`src/rtl/lsu_ctrl_pkg.sv`:
```
// Shared definitions for the load/store unit controller: access sizes, FSM states,
// the in-flight tag layout and small address helpers.
package lsu_ctrl_pkg;

   typedef enum logic [1:0] {
      BYTE = 2'd0,
      HALF = 2'd1,
      WORD = 2'd2
   } lsu_size_e;

   typedef enum logic [1:0] {
      IDLE = 2'd0,
      BUSY = 2'd1,
      FULL = 2'd2,
      ERR  = 2'd3
   } lsu_state_e;

   typedef struct packed {
      logic [1:0] addr;
      lsu_size_e  size;
      logic       sgn;
      logic       wen;
   } lsu_tag_s;

   function automatic logic is_misaligned(input lsu_size_e size, input logic [1:0] lo);
      case (size)
         BYTE:    return 1'b0;
         HALF:    return lo[0];
         default: return lo != 2'b00;
      endcase
   endfunction

   // Low address bits after forcing natural alignment for the access size.
   function automatic logic [1:0] align_lo(input lsu_size_e size, input logic [1:0] lo);
      case (size)
         BYTE:    return lo;
         HALF:    return {lo[1], 1'b0};
         default: return 2'b00;
      endcase
   endfunction

endpackage

```
`src/rtl/lsu_ctrl_tag_fifo.sv`:
```
// In-order FIFO of tags for memory operations issued but not yet retired.
module lsu_tag_fifo
   import lsu_ctrl_pkg::*;
#(
   parameter int DEPTH = 2
) (
   input  logic     clk,
   input  logic     reset,
   input  logic     push,
   input  lsu_tag_s push_tag,
   input  logic     pop,
   output lsu_tag_s head,
   output logic     full,
   output logic     empty
);

   localparam int PTR_W = (DEPTH > 1) ? $clog2(DEPTH) : 1;
   localparam int CNT_W = $clog2(DEPTH + 1);

   lsu_tag_s         mem [DEPTH];
   logic [PTR_W-1:0] wr_ptr;
   logic [PTR_W-1:0] rd_ptr;
   logic [CNT_W-1:0] count;
   logic             do_push;
   logic             do_pop;

   function automatic logic [PTR_W-1:0] bump(input logic [PTR_W-1:0] p);
      return (p == PTR_W'(DEPTH - 1)) ? '0 : p + PTR_W'(1);
   endfunction

   assign do_push = push & ~full;
   assign do_pop  = pop & ~empty;
   assign full    = (count == CNT_W'(DEPTH));
   assign empty   = (count == '0);
   assign head    = mem[rd_ptr];

   // NOTE: sequential state uses non-blocking assignments so every register samples pre-edge values.
   always_ff @(posedge clk) begin
      if (!reset) begin
         wr_ptr <= '0;
         rd_ptr <= '0;
         count  <= '0;
      end else begin
         if (do_push) wr_ptr <= bump(wr_ptr);
         if (do_pop)  rd_ptr <= bump(rd_ptr);
         if (do_push && !do_pop)      count <= count + CNT_W'(1);
         else if (!do_push && do_pop) count <= count - CNT_W'(1);
      end
   end

   // NOTE: the storage array is not reset; the count and pointers alone define which entries are live.
   always_ff @(posedge clk) begin
      if (do_push) mem[wr_ptr] <= push_tag;
   end

endmodule

```
`src/rtl/lsu_ctrl.sv`:
```
// Load/store unit controller: one-entry request hold register, in-order tag FIFO,
// load lane formatting. Define LSU_MISALIGN_EXC_EN to trap misaligned accesses instead of truncating.
module lsu_ctrl
   import lsu_ctrl_pkg::*;
#(
   parameter int ADDR_W  = 32,
   parameter int DATA_W  = 32,
   parameter int MAX_OUT = 2
) (
   input  logic              clk,
   input  logic              reset,
   input  logic              req_valid_i,
   input  logic              req_wen_i,
   input  logic [1:0]        req_size_i,
   input  logic              req_signed_i,
   input  logic [ADDR_W-1:0] req_addr_i,
   input  logic [DATA_W-1:0] req_wdata_i,
   output logic              req_yumi_o,
   input  logic              commit_ok_i,
   output logic              rd_valid_o,
   output logic [DATA_W-1:0] rd_data_o,
   output logic              stall_o,
   output logic              exc_o,
   output logic              mem_valid_o,
   output logic              mem_wen_o,
   output logic [1:0]        mem_size_o,
   output logic [ADDR_W-1:0] mem_addr_o,
   output logic [DATA_W-1:0] mem_wdata_o,
   input  logic              mem_yumi_i,
   input  logic              mem_rvalid_i,
   input  logic [DATA_W-1:0] mem_rdata_i,
   output logic              mem_ryumi_o
);

   localparam int               CNT_W   = $clog2(MAX_OUT + 1);
   localparam logic [CNT_W-1:0] MAX_CNT = CNT_W'(MAX_OUT);

   lsu_size_e         req_size;
   logic              misalign;
   logic              can_take;
   logic              exc_set;
   logic              push;
   logic [DATA_W-1:0] wdata_rep;

   logic              hold_v;
   logic              hold_wen;
   logic              hold_sgn;
   lsu_size_e         hold_size;
   logic [ADDR_W-1:0] hold_addr;
   logic [DATA_W-1:0] hold_wdata;

   logic [CNT_W-1:0]  out_cnt;
   logic [CNT_W-1:0]  cnt_next;
   logic              exc_q;
   lsu_state_e        state;
   lsu_state_e        state_next;

   lsu_tag_s          head_tag;
   logic              fifo_full;
   logic              fifo_empty;
   logic [7:0]        byte_lane;
   logic [15:0]       half_lane;

   assign req_size = lsu_size_e'(req_size_i);

`ifdef LSU_MISALIGN_EXC_EN
   assign misalign = is_misaligned(req_size, req_addr_i[1:0]);
`else
   assign misalign = 1'b0;
`endif

   assign can_take   = req_valid_i & ~hold_v & (out_cnt < MAX_CNT) & ~exc_q;
   assign req_yumi_o = can_take & ~misalign;
   assign exc_set    = can_take & misalign;
   assign push       = mem_yumi_i & hold_v & ~fifo_full;

   // NOTE: every always_comb output gets a default first so no path can infer a latch.
   always_comb begin
      wdata_rep = req_wdata_i;
      case (req_size)
         BYTE:    wdata_rep = {(DATA_W / 8){req_wdata_i[7:0]}};
         HALF:    wdata_rep = {(DATA_W / 16){req_wdata_i[15:0]}};
         default: wdata_rep = req_wdata_i;
      endcase
   end

   always_ff @(posedge clk) begin
      if (!reset) begin
         hold_v <= 1'b0;
      end else if (req_yumi_o) begin
         hold_v     <= 1'b1;
         hold_wen   <= req_wen_i;
         hold_sgn   <= req_signed_i;
         hold_size  <= req_size;
         hold_addr  <= {req_addr_i[ADDR_W-1:2], align_lo(req_size, req_addr_i[1:0])};
         hold_wdata <= wdata_rep;
      end else if (push) begin
         hold_v <= 1'b0;
      end
   end

   assign mem_valid_o = hold_v;
   assign mem_wen_o   = hold_wen;
   assign mem_size_o  = hold_size;
   assign mem_addr_o  = hold_addr;
   assign mem_wdata_o = hold_wdata;

   lsu_tag_fifo #(.DEPTH(MAX_OUT)) u_tag_fifo (
      .clk      (clk),
      .reset    (reset),
      .push     (push),
      .push_tag ('{addr: hold_addr[1:0], size: hold_size, sgn: hold_sgn, wen: hold_wen}),
      .pop      (mem_ryumi_o),
      .head     (head_tag),
      .full     (fifo_full),
      .empty    (fifo_empty)
   );

   assign mem_ryumi_o = mem_rvalid_i & commit_ok_i & ~fifo_empty;
   assign rd_valid_o  = mem_ryumi_o;
   assign byte_lane   = mem_rdata_i[{head_tag.addr, 3'b000} +: 8];
   assign half_lane   = mem_rdata_i[{head_tag.addr[1], 4'b0000} +: 16];

   always_comb begin
      rd_data_o = '0;
      if (mem_ryumi_o && !head_tag.wen) begin
         case (head_tag.size)
            BYTE:    rd_data_o = {{(DATA_W - 8){head_tag.sgn & byte_lane[7]}}, byte_lane};
            HALF:    rd_data_o = {{(DATA_W - 16){head_tag.sgn & half_lane[15]}}, half_lane};
            default: rd_data_o = mem_rdata_i;
         endcase
      end
   end

   always_comb begin
      cnt_next = out_cnt;
      if (req_yumi_o && !mem_ryumi_o)      cnt_next = out_cnt + CNT_W'(1);
      else if (!req_yumi_o && mem_ryumi_o) cnt_next = out_cnt - CNT_W'(1);
   end

   always_comb begin
      state_next = state;
      if (state == ERR || exc_set)   state_next = ERR;
      else if (cnt_next == '0)       state_next = IDLE;
      else if (cnt_next == MAX_CNT)  state_next = FULL;
      else                           state_next = BUSY;
   end

   always_ff @(posedge clk) begin
      if (!reset) begin
         out_cnt <= '0;
         exc_q   <= 1'b0;
         state   <= IDLE;
      end else begin
         out_cnt <= cnt_next;
         state   <= state_next;
         if (exc_set) exc_q <= 1'b1;
      end
   end

   assign exc_o   = exc_q;
   assign stall_o = (req_valid_i & ~req_yumi_o)
                  | ((out_cnt != '0) & ~((out_cnt == CNT_W'(1)) & mem_ryumi_o));

endmodule

```
`config.mk`:
```
export PLATFORM = sky130hd
export DESIGN_NAME = lsu_ctrl
export DESIGN_NICKNAME = d
export VERILOG_FILES = /design/src/rtl/lsu_ctrl_pkg.sv /design/src/rtl/lsu_ctrl_tag_fifo.sv /design/src/rtl/lsu_ctrl.sv
export SDC_FILE = /design/constraint.sdc
export NUM_CORES = 1
export LEC_CHECK = 0
export CORE_AREA = 2 2 100 102
export CTS_BUF_LIST = sky130_fd_sc_hd__clkbuf_2
export CTS_CLUSTER_DIAMETER = 200
export CTS_CLUSTER_SIZE = 14
export DETAILED_ROUTE_END_ITERATION = 10
export DIE_AREA = 0 0 102 104
export PLACE_DENSITY = 0.87
export SYNTH_ARGS = -nofsm -noshare
export SYNTH_HDL_FRONTEND = slang
export SYNTH_SLANG_ARGS = --single-unit
```
`constraint.sdc`:
```
create_clock -name clk -period 4 [get_ports clk]
set_input_delay 0.6 -clock clk [delete_from_list [all_inputs] [get_ports clk]]
set_output_delay 0.6 -clock clk [all_outputs]
set_load 0.005 [all_outputs]
```
-- Yosys cells after proc, flatten, opt, wreduce, memory -nomap -nowiden
Memory sizes are Yosys's and may differ from the RTL's. A register that Yosys moved wholly into a read port is not among the register bits.
Index checks and enable logic that the tools add are counted.
- bits in read-only memories: 0
- logic and storage cells: 77
- register bits after elaboration: 75
- RAM bits: 12
- memories: 1
- output and inout bits: 105
- input port bits: 106
- latch bits: 0
- memory list (memory ; words ; bits a word ; rd ports ; clocked after Yosys merged registers in ; wr ports ; RTL line ; source):
    u_tag_fifo.mem ; 2 ; 6 ; 1 ; 1 ; 1 ; lsu_ctrl_tag_fifo.sv:20 ; lsu_tag_s mem [DEPTH];
- multipliers: 0
- muxes and demuxes: 16
- bitwise gates (word level): 19
- reduce and logical (&&, ||, !) cells: 18
- $add $sub $neg: 6
- equal/unequal tests: 4
- shift operators: 2
- magnitude comparators: 1
- div/mod/pow operators: 0
- operators with widths (kind ; count):
    $pmux W32 S2 ; 2
    $mux W32 ; 1
    $shiftx A32 B6 Y16 ; 1
    $shiftx A32 B6 Y8 ; 1
    $and A1 B1 Y1 ; 13
    $mux W1 ; 8
    $mux W2 ; 4
    $reduce_bool A2 Y1 ; 4
    $eq A2 B1 Y1 const B ; 3
    $logic_not A2 Y1 ; 3
    $logic_and A1 B1 Y1 ; 5
    $logic_not A1 Y1 ; 5
    $not A1 Y1 ; 5
    $add A2 B1 Y2 const B ; 2
    $pmux W2 S2 ; 1
    $sub A2 B1 Y2 const B ; 2
    $add A1 B1 Y1 const B ; 2
    $eq A2 B2 Y1 const B ; 1
    $lt A2 B2 Y1 const B ; 1
    $reduce_and A2 Y1 ; 1
    $or A1 B1 Y1 ; 1

-- Logic depth before layout (Yosys ltp)
Gate-level depths: netlist (run 1).
- depth after elaboration: 8
- gate-level depth with buffers: 7
- gate-level depth less buffers: 7

-- Hierarchy
A second synthesis (run 1) with hierarchy kept.
- cells, all modules: 311
- area total of the unflattened synthesis: 4060.1 um2
- modules (own cells, without submodules) (module ; cells each ; seq. area each (um2) ; area an instance (um2) ; instances):
    lsu_ctrl ; 267 ; 2102.0 ; 3394.5 ; 1
    lsu_tag_fifo ; 44 ; 460.4 ; 665.6 ; 1

-- Worst setup path after synthesis (run 1)
No wires, ideal clock.
- kind: input-to-reg
- start: in req_valid_i
- end: reg hold_sgn, enable pin
- buffers on the path: 0
- arrival time: 2.647 ns
- stages: 2
- setup slack: 0.920 ns
- setup time: 0.433 ns
- required time: 3.567 ns
- cells stage by stage: nor3b_1 -> and2_1
- cells in the longest elaborated chain, start to end: 3
- RTL lines (what ; RTL line ; source):
    from (decl) ; lsu_ctrl.sv:12 ; input logic req_valid_i,
    $and A1 B1 Y1 (2 in a row) ; lsu_ctrl.sv:72 ; assign can_take = req_valid_i & ~hold_v & (out_cnt < MAX_CNT) & ~exc_q;
    $reduce_and A2 Y1 (no source line) ; -- ;
    to (signal assigned) ; lsu_ctrl.sv:93 ; hold_sgn <= req_signed_i;
    to (decl) ; lsu_ctrl.sv:47 ; logic hold_sgn;
No other way between the ends.
A chain may end at the register's enable or synchronous reset.

==> results of run 1 <==
cell usage in the layout (no fill, tap or decap), drive strengths merged, types with 3 or more instances in the layout:
cell	synthesis	layout
and2	26	26
a222oi	8	8
buf	8	6
clkinv	0	3
inv	5	5
edfxtp	80	80
dfxtp	8	8
xnor2	3	3
nand2	11	11
clkdlybuf4s50	0	209
mux2i	13	13
a21oi	49	49
o21ai	36	36
clkbuf	11	10
ha	4	4
nor2	11	11
mux2	34	34
state kept, by name (all words and copies together), names as in the netlist, named ones only:
register and cells:
u_tag_fifo.count 2, mem_wen_o 1, hold_sgn 1, mem_wdata_o 32
u_tag_fifo.rd_ptr 1, mem_size_o 2, u_tag_fifo.mem 12, u_tag_fifo.wr_ptr 1
mem_valid_o 1, out_cnt 2, mem_addr_o 32
power groups by stage:
| stage | Sequential (mW) | Combinational, mW | Clock, mW |
|---|---|---|---|
| 3_5_place_dp | 1.21 | 0.732 | 0 |
| 4_1_cts | 1.19 | 0.736 | 0.345 |
| 3_3_place_gp | 1.20 | 0.712 | 0 |
| 2_1_floorplan | 1.21 | 0.343 | 0 |
| 6_report | 1.19 | 0.735 | 0.339 |
| 5_1_grt | 1.20 | 0.797 | 0.379 |
metrics by stage:
step | setup WS, ns | total power, mW | cell area, um2 | utilization (%)
after CTS | 0.163 | 2.27 | 6470 | 67.7
after global placement | 0.563 | 1.92 | 6410 | 67.1
final | 0.351 | 2.26 | 6470 | 67.8
after floorplan | 0.920 | 1.56 | 4200 | -
after global routing | 0.171 | 2.38 | 6470 | 67.8
after detailed placement | 0.467 | 1.94 | 6410 | 67.1
cell usage after synthesis (2+ instances only):
| master | count |
|---|---|
| mux2_2 | 33 |
| o21a_1 | 2 |
| dfxtp_1 | 8 |
| a222oi_1 | 8 |
| nor2b_1 | 2 |
| edfxtp_1 | 80 |
| nand2_1 | 11 |
| o211ai_1 | 2 |
| inv_1 | 5 |
| buf_4 | 2 |
| ha_1 | 4 |
| xnor2_1 | 3 |
| mux2i_1 | 11 |
| nor2_1 | 11 |
| and2_1 | 26 |
| o21ai_0 | 35 |
| a21oi_1 | 49 |
| buf_6 | 4 |
| clkbuf_1 | 10 |
| xor2_1 | 2 |
cell type report:
cell class,count,area share (%)
clock inverter,3,0.193
clock buffer,10,0.774
multi-input combinational,212,23.3
tap,133,2.57
timing repair buffer,215,33.2
sequential,88,39.6
inverter,5,0.290
how the worst max path moves through the flow:
stage / slack (ns) / endpoint / start
after floorplan: 0.92 / hold_sgn / req_valid_i
final: 0.35 / rd_data_o[6] / flip-flop
after detailed placement: 0.47 / rd_data_o[25] / mem_rvalid_i
after global placement: 0.56 / rd_data_o[29] / commit_ok_i
after CTS: 0.16 / rd_data_o[29] / flip-flop
after global routing: 0.17 / rd_data_o[2] / flip-flop
repair_timing:
action | in CTS | in global routing
hold buffers | 0 | 0
endpoints found under the setup margin | 0 | 3
setup buffers | 0 | 0
resized for setup | 0 | 1
endpoints found under the hold margin | 0 | 0
logic make-up after synthesis:
group                      synth area share, %
AOI/OAI and AO/OA                         13.2
DFF                                       61.0
and+or+nand+nor                           7.15
muxes                                     13.2
buffers and inverters                     3.10
xor gates and xnor gates                  1.04
adders and majority gates                 1.19
other                                   0.0893
routing by layer:
| metal | routed length [um] | vias up |
|---|---|---|
| li1 | - | 1645 |
| met1 | 4110 | 1649 |
| met2 | 6270 | 239 |
| met3 | 1660 | 28 |
| met4 | 314 | 0 |
| met5 | 0 | - |
==> summary.md, run 1 <==
| Metric | Value |
|---|---|
| Met2 Use GR | `40.5%` |
| Ys flop type | `edfxtp_1` |
| Die area | `10600 um2` |
| CTS tree | `built` |
| Global-route usage over all layers | `23.1%` |
| Yosys reg bits | `88` |
| Mean Syn Cell Area | `13.0 um2` |
| Initial Util | `between 40% and 50%` |
| Global-route wire length before repair | `18600 um` |
| Routed WL per cell | `18.5 um` |
| GPL Wtd Cong | `0.940` |
| Drt pass-1 iters | `5` |
| LEAKAGE | `2.22 nW` |
| # setup viols final | `0` |
| I/O Buffers | `between 200 and 250` |
| Clock skew | `0.0113 ns` |
| Final Net Count | `641` |
| Synth area leaders | `edfxtp_1 57%, mux2_2 8.8%, a21oi_1 5.8%` |
| Sw Share | `28.5%` |
| DRC | `0` |
| Max Freq | `274 MHz` |
| Final worst path period need | `about 3.6 ns` |
| Site row count | `36` |
| Net Switching | `0.645 mW` |
| Core box area | `around 9500 um2` |
| Post-synthesis sequential area ratio | `a little over 60%` |
| Post-DP HPWL | `9420 um` |
| Required @ worst endpoint | `~3.4 ns` |
| Reg2reg setup slack | `1.85 ns` |
| Worst Setup End Kind | `output port` |
| CP top delay family | `simple AND/OR/NAND/NOR gates` |
| Normalized max-slew margin | `between 30% and 40%` |
| Final setup TNS | `0 ns` |
| Multi-input logic area | `about 1500 um2` |
| R2R depth | `3` |
| Antenna violations before repair | `0` |
| Pin count of the biggest net entering global routing | `35` |
| I/O pin total | `211` |
| PD cells | `350 nW/um2` |
| Worst min path class | `reg -> reg` |
| WS Path Type | `reg -> out` |
| P&R area growth vs syn | `54.0%` |
| Chip width | `between 100 and 150 um` |
| Final Hold Violating Endpoints | `0` |
| # Max-Cap Violations | `0` |
| Reg2Reg Launch Point | `mem_valid_o` |
| Worst setup SP type | `flip-flop` |
| Worst-path fanout max | `34` |
| Fill cells | `a little over 700` |
| DR iter-0 viols | `212` |
| Clock Power Share | `about 15%` |
| Clock transition at path regs | `0.20 ns` |
| Post-synth EDFFs | `80` |
| Cell count after synthesis | `324` |
| Share of synthesized flip-flops with an asynchronous set or reset | `0%` |
| Clock Sinks | `88` |
| Cell accounting for the most synthesized area | `edfxtp_1` |
| RSZ-0062 raised after global routing | `no` |
| Placed cells | `653` |
| Slowest-stage cell, CP | `mux2_2` |
| R2R Path End | `mem_addr_o[17]` |
| Vias in the first global route | `3614` |
| Hold Path Depth | `0` |
| Hold EP | `u_tag_fifo.mem[1][1]` |
| Status | `finished, final reports clean` |
| Worst hold slack | `~0.5 ns` |
| Slew @ Worst Pin | `0.967 ns` |
| Routed vias | `3561` |
| Post-synth cell types | `36` |
| Synth Cell Area | `4200 um2` |
| Buffer and inverter count on the worst path | `1` |
| TritonCTS buffer count | `9` |
| H-tree depth | `3` |
| Grt total ovfl | `0` |
| Diodes inserted | `0` |
| Met3 Use GR | `a little under 10%` |
| Final wirelength | `12400 um` |
| Pint | `1.62 mW` |
| Skew-Pair Late Insertion Delay | `between 0.5 and 0.6 ns` |
| YS warnings | `0` |
| DRT antenna net count | `0` |
| Fraction of power consumed by sequential logic | `52.5%` |
| CTS Buffer Depth | `2` |
| Synth top area share | `57.2%` |
| Worst hold start | `hold_sgn` |
| Peak supply drop | `262 uV` |
| Finished Layout Cells | `666` |
| CP Depth | `5` |
| Mapped Nets | `434` |
| Period utilization | `91.2%` |
| CP arrival | `3.05 ns` |
| Worst-path cell chain | `mux2_2 -> nor3_2 -> a222oi_1 -> nor2_1 -> clkdlybuf4s50_1` |
| Met1 GRT Util | `24.3%` |
| Clock root buffer | `clkbuf_2` |
| Area occupied by registers | `between 2000 and 3000 um2` |
| Die Y | `about 100 um` |
| Combinational fraction of design power | `around a third` |
| Global route hottest layer | `met2` |
| Crit-path max cell delay | `0.60 ns` |
| Max Transition Viols Final | `0` |
| Via density per instance | `between 5 and 6` |
| Layout cells sized above 1 | `10.9%` |
(Power assumes the default switching activity.)
==> run 2, diff against run 1 <==
--- a/config.mk
+++ b/config.mk
@@ -5,12 +5,12 @@
 export SDC_FILE = /design/constraint.sdc
 export NUM_CORES = 1
 export LEC_CHECK = 0
-export CORE_AREA = 2 2 100 102
+export CORE_AREA = 2 2 96 107
 export CTS_BUF_LIST = sky130_fd_sc_hd__clkbuf_2
 export CTS_CLUSTER_DIAMETER = 200
 export CTS_CLUSTER_SIZE = 14
 export DETAILED_ROUTE_END_ITERATION = 10
-export DIE_AREA = 0 0 102 104
+export DIE_AREA = 0 0 98 109
 export PLACE_DENSITY = 0.87
 export SYNTH_ARGS = -nofsm -noshare
 export SYNTH_HDL_FRONTEND = slang
==> run 2 against run 1 <==
  * Worst setup slack worse by 0.093 ns
  * Routed wire length grew 5.7%
  * Clock skew is 0.019 ns higher
  * Clock-buffer cell count up 2
  * Fmax decreased by 2.5%
  * Critical path depth stayed put
  * First-iteration DRC count is 11% lower
  * Final cell count fell by 1.4%
  * Worst hold slack worse by 0.020 ns
  * Critical path type unchanged
  * Critical endpoint is now rd_data_o[19]
  * Largest power group unchanged
==> summary.md, run 2 (synthesized netlist as in run 1, its figures left out) <==
| Metric | Value |
|---|---|
| Status | `finished, final reports clean` |
| CP arrival | `between 3 and 4 ns` |
| LEAKAGE | `2.24 nW` |
| DRC | `0` |
| Final worst path period need | `3.74 ns` |
| Clock Sinks | `between 80 and 90` |
| # hold bufs at CTS | `0` |
| Period utilization | `between 90% and 100%` |
| Max Transition Viols Final | `0` |
| Finished Layout Cells | `657` |
| TritonCTS buffer count | `9` |
| Drt pass-1 iters | `6` |
| Global-route wire length before repair | `19500 um` |
| PD cells | `357 nW/um2` |
| Vias in the first global route | `3676` |
| # Max-Cap Violations | `0` |
| Setup WS post-layout | `roughly 0.26 ns` |
| Required @ worst endpoint | `3.40 ns` |
| Clock root buffer | `clkbuf_2` |
| Peak supply drop | `305 uV` |
| CTS Buffer Depth | `2` |
| Routed vias | `roughly 3600` |
| Crit-path max cell delay | `0.56 ns` |
| Final Util | `between 60% and 70%` |
| Multi-input logic area | `1520 um2` |
| Core box area | `~9700 um2` |
| I/O pin total | `211` |
| Placed Area | `~6400 um2` |
| Layout cells sized above 1 | `11.4%` |
| GPL Wtd Cong | `0.943` |
| Normalized max-slew margin | `34.5%` |
| Worst-path cell chain | `mux2i_2 -> mux4_2 -> o21ai_2 -> a21oi_1 -> clkdlybuf4s50_1` |
| Worst min path class | `reg -> reg` |
| Skew-Pair Late Insertion Delay | `0.55 ns` |
| Final Instance Area | `6490 um2` |
| Commonest non-fill, non-tap cell in the layout | `clkdlybuf4s50_1` |
| Chip width | `around 98 um` |
| Antenna violations before repair | `1` |
| Die area | `between 10000 and 15000 um2` |
| Final setup TNS | `0 ns` |
| Clock transition at path regs | `0.21 ns` |
| Clock skew | `roughly 0.030 ns` |
| Area occupied by registers | `2560 um2` |
| Initial Util | `43.5%` |
| Placed cells | `640` |
| Grt total ovfl | `0` |
| Via density per instance | `5.48` |
| Global-route usage over all layers | `23.9%` |
| Fill cells | `709` |
| Buffer and inverter count on the worst path | `1` |
| Final Net Count | `641` |
| Commonest non-fill, non-tap cells in the layout | `209 x clkdlybuf4s50_1, 80 x edfxtp_1, 49 x a21oi_1, 35 x o21ai_0, 33 x mux2_2` |
| Slowest-stage cell, CP | `mux4_2` |
| H-tree depth | `3` |
| Pin count of the biggest net entering global routing | `35` |
| CTS tree | `built` |
| RSZ-0062 raised after global routing | `no` |
| Worst setup SP type | `flip-flop` |
| Worst-path fanout max | `24` |
| P&R area growth vs syn | `54.6%` |
| DRT antenna net count | `0` |
| Site row count | `38` |
| Max Freq | `267 MHz` |
| WS Path Type | `reg -> out` |
| Post-DP HPWL | `between 10000 and 15000 um` |
| CP top delay family | `multiplexers` |
| Worst Setup End Kind | `output port` |
| DR iter-0 viols | `between 150 and 200` |
| I/O Buffers | `209` |
| Routed WL per cell | `19.9 um` |
| Die Y | `roughly 110 um` |
| Pre-CTS setup slack | `0.464 ns` |
| # setup viols final | `0` |
| Slew @ Worst Pin | `0.982 ns` |
| Final Hold Violating Endpoints | `0` |
| Final wirelength | `13100 um` |
run 2: power breakdown:
| group | total (mW) | switching (mW) | internal (mW) | leakage (nW) |
|---|---|---|---|---|
| Sequential | 1.19 | 0.0556 | 1.14 | 0.805 |
| Combinational | 0.750 | 0.334 | 0.417 | 1.37 |
| Clock | 0.373 | 0.287 | 0.0860 | 0.0610 |
run 2: final cells by class:
type	count	area share [%]
antenna	1	0.0385
clock buffer	12	0.925
clock inverter	4	0.328
inverter	5	0.289
multi-input combinational	212	23.3
sequential	88	39.5
tap	120	2.31
timing repair buffer	215	33.3
run 2: per-stage QoR:
step	hold WS, ns	total power, mW
2_1_floorplan	0.421	1.56
3_3_place_gp	0.432	1.92
3_5_place_dp	0.450	1.96
4_1_cts	0.482	2.32
5_1_grt	0.497	2.43
6_report	0.479	2.32
run 2: what timing repair did:
item | CTS | global route
endpoints found under the setup margin | 0 | 17
buffers inserted | 0 | 0
gates resized for setup | 0 | 2
run 2: worst register-to-register path, stage by stage (launching register included):
cell	delay, ns
dfxtp_1	0.39
nor3b_1	0.51
and2_2	0.66
buf_12	0.27
run 2: final timing paths:
check / start / end / slack, ns / cells after the start
worst max-delay path: flip-flop / rd_data_o[19] / 0.26 / 5
worst min register to register: hold_sgn / u_tag_fifo.mem[0][1] / 0.48 / 0
worst min-delay path: hold_sgn / u_tag_fifo.mem[0][1] / 0.48 / 0
worst max register to register: out_cnt[1] / mem_wdata_o[30] / 1.88 / 3
run 2: routing by layer:
layer | share of wire [%] | wire length [um] | global-route usage (%) | up-vias
met2 | 52 | 6790 | 44.5 | 221
li1 | - | - | - | 1647
met4 | 1.8 | 241 | 7.14 | 0
met3 | 13 | 1640 | 10.8 | 16
met5 | 0 | 0 | 0 | -
met1 | 34 | 4390 | 24.0 | 1717
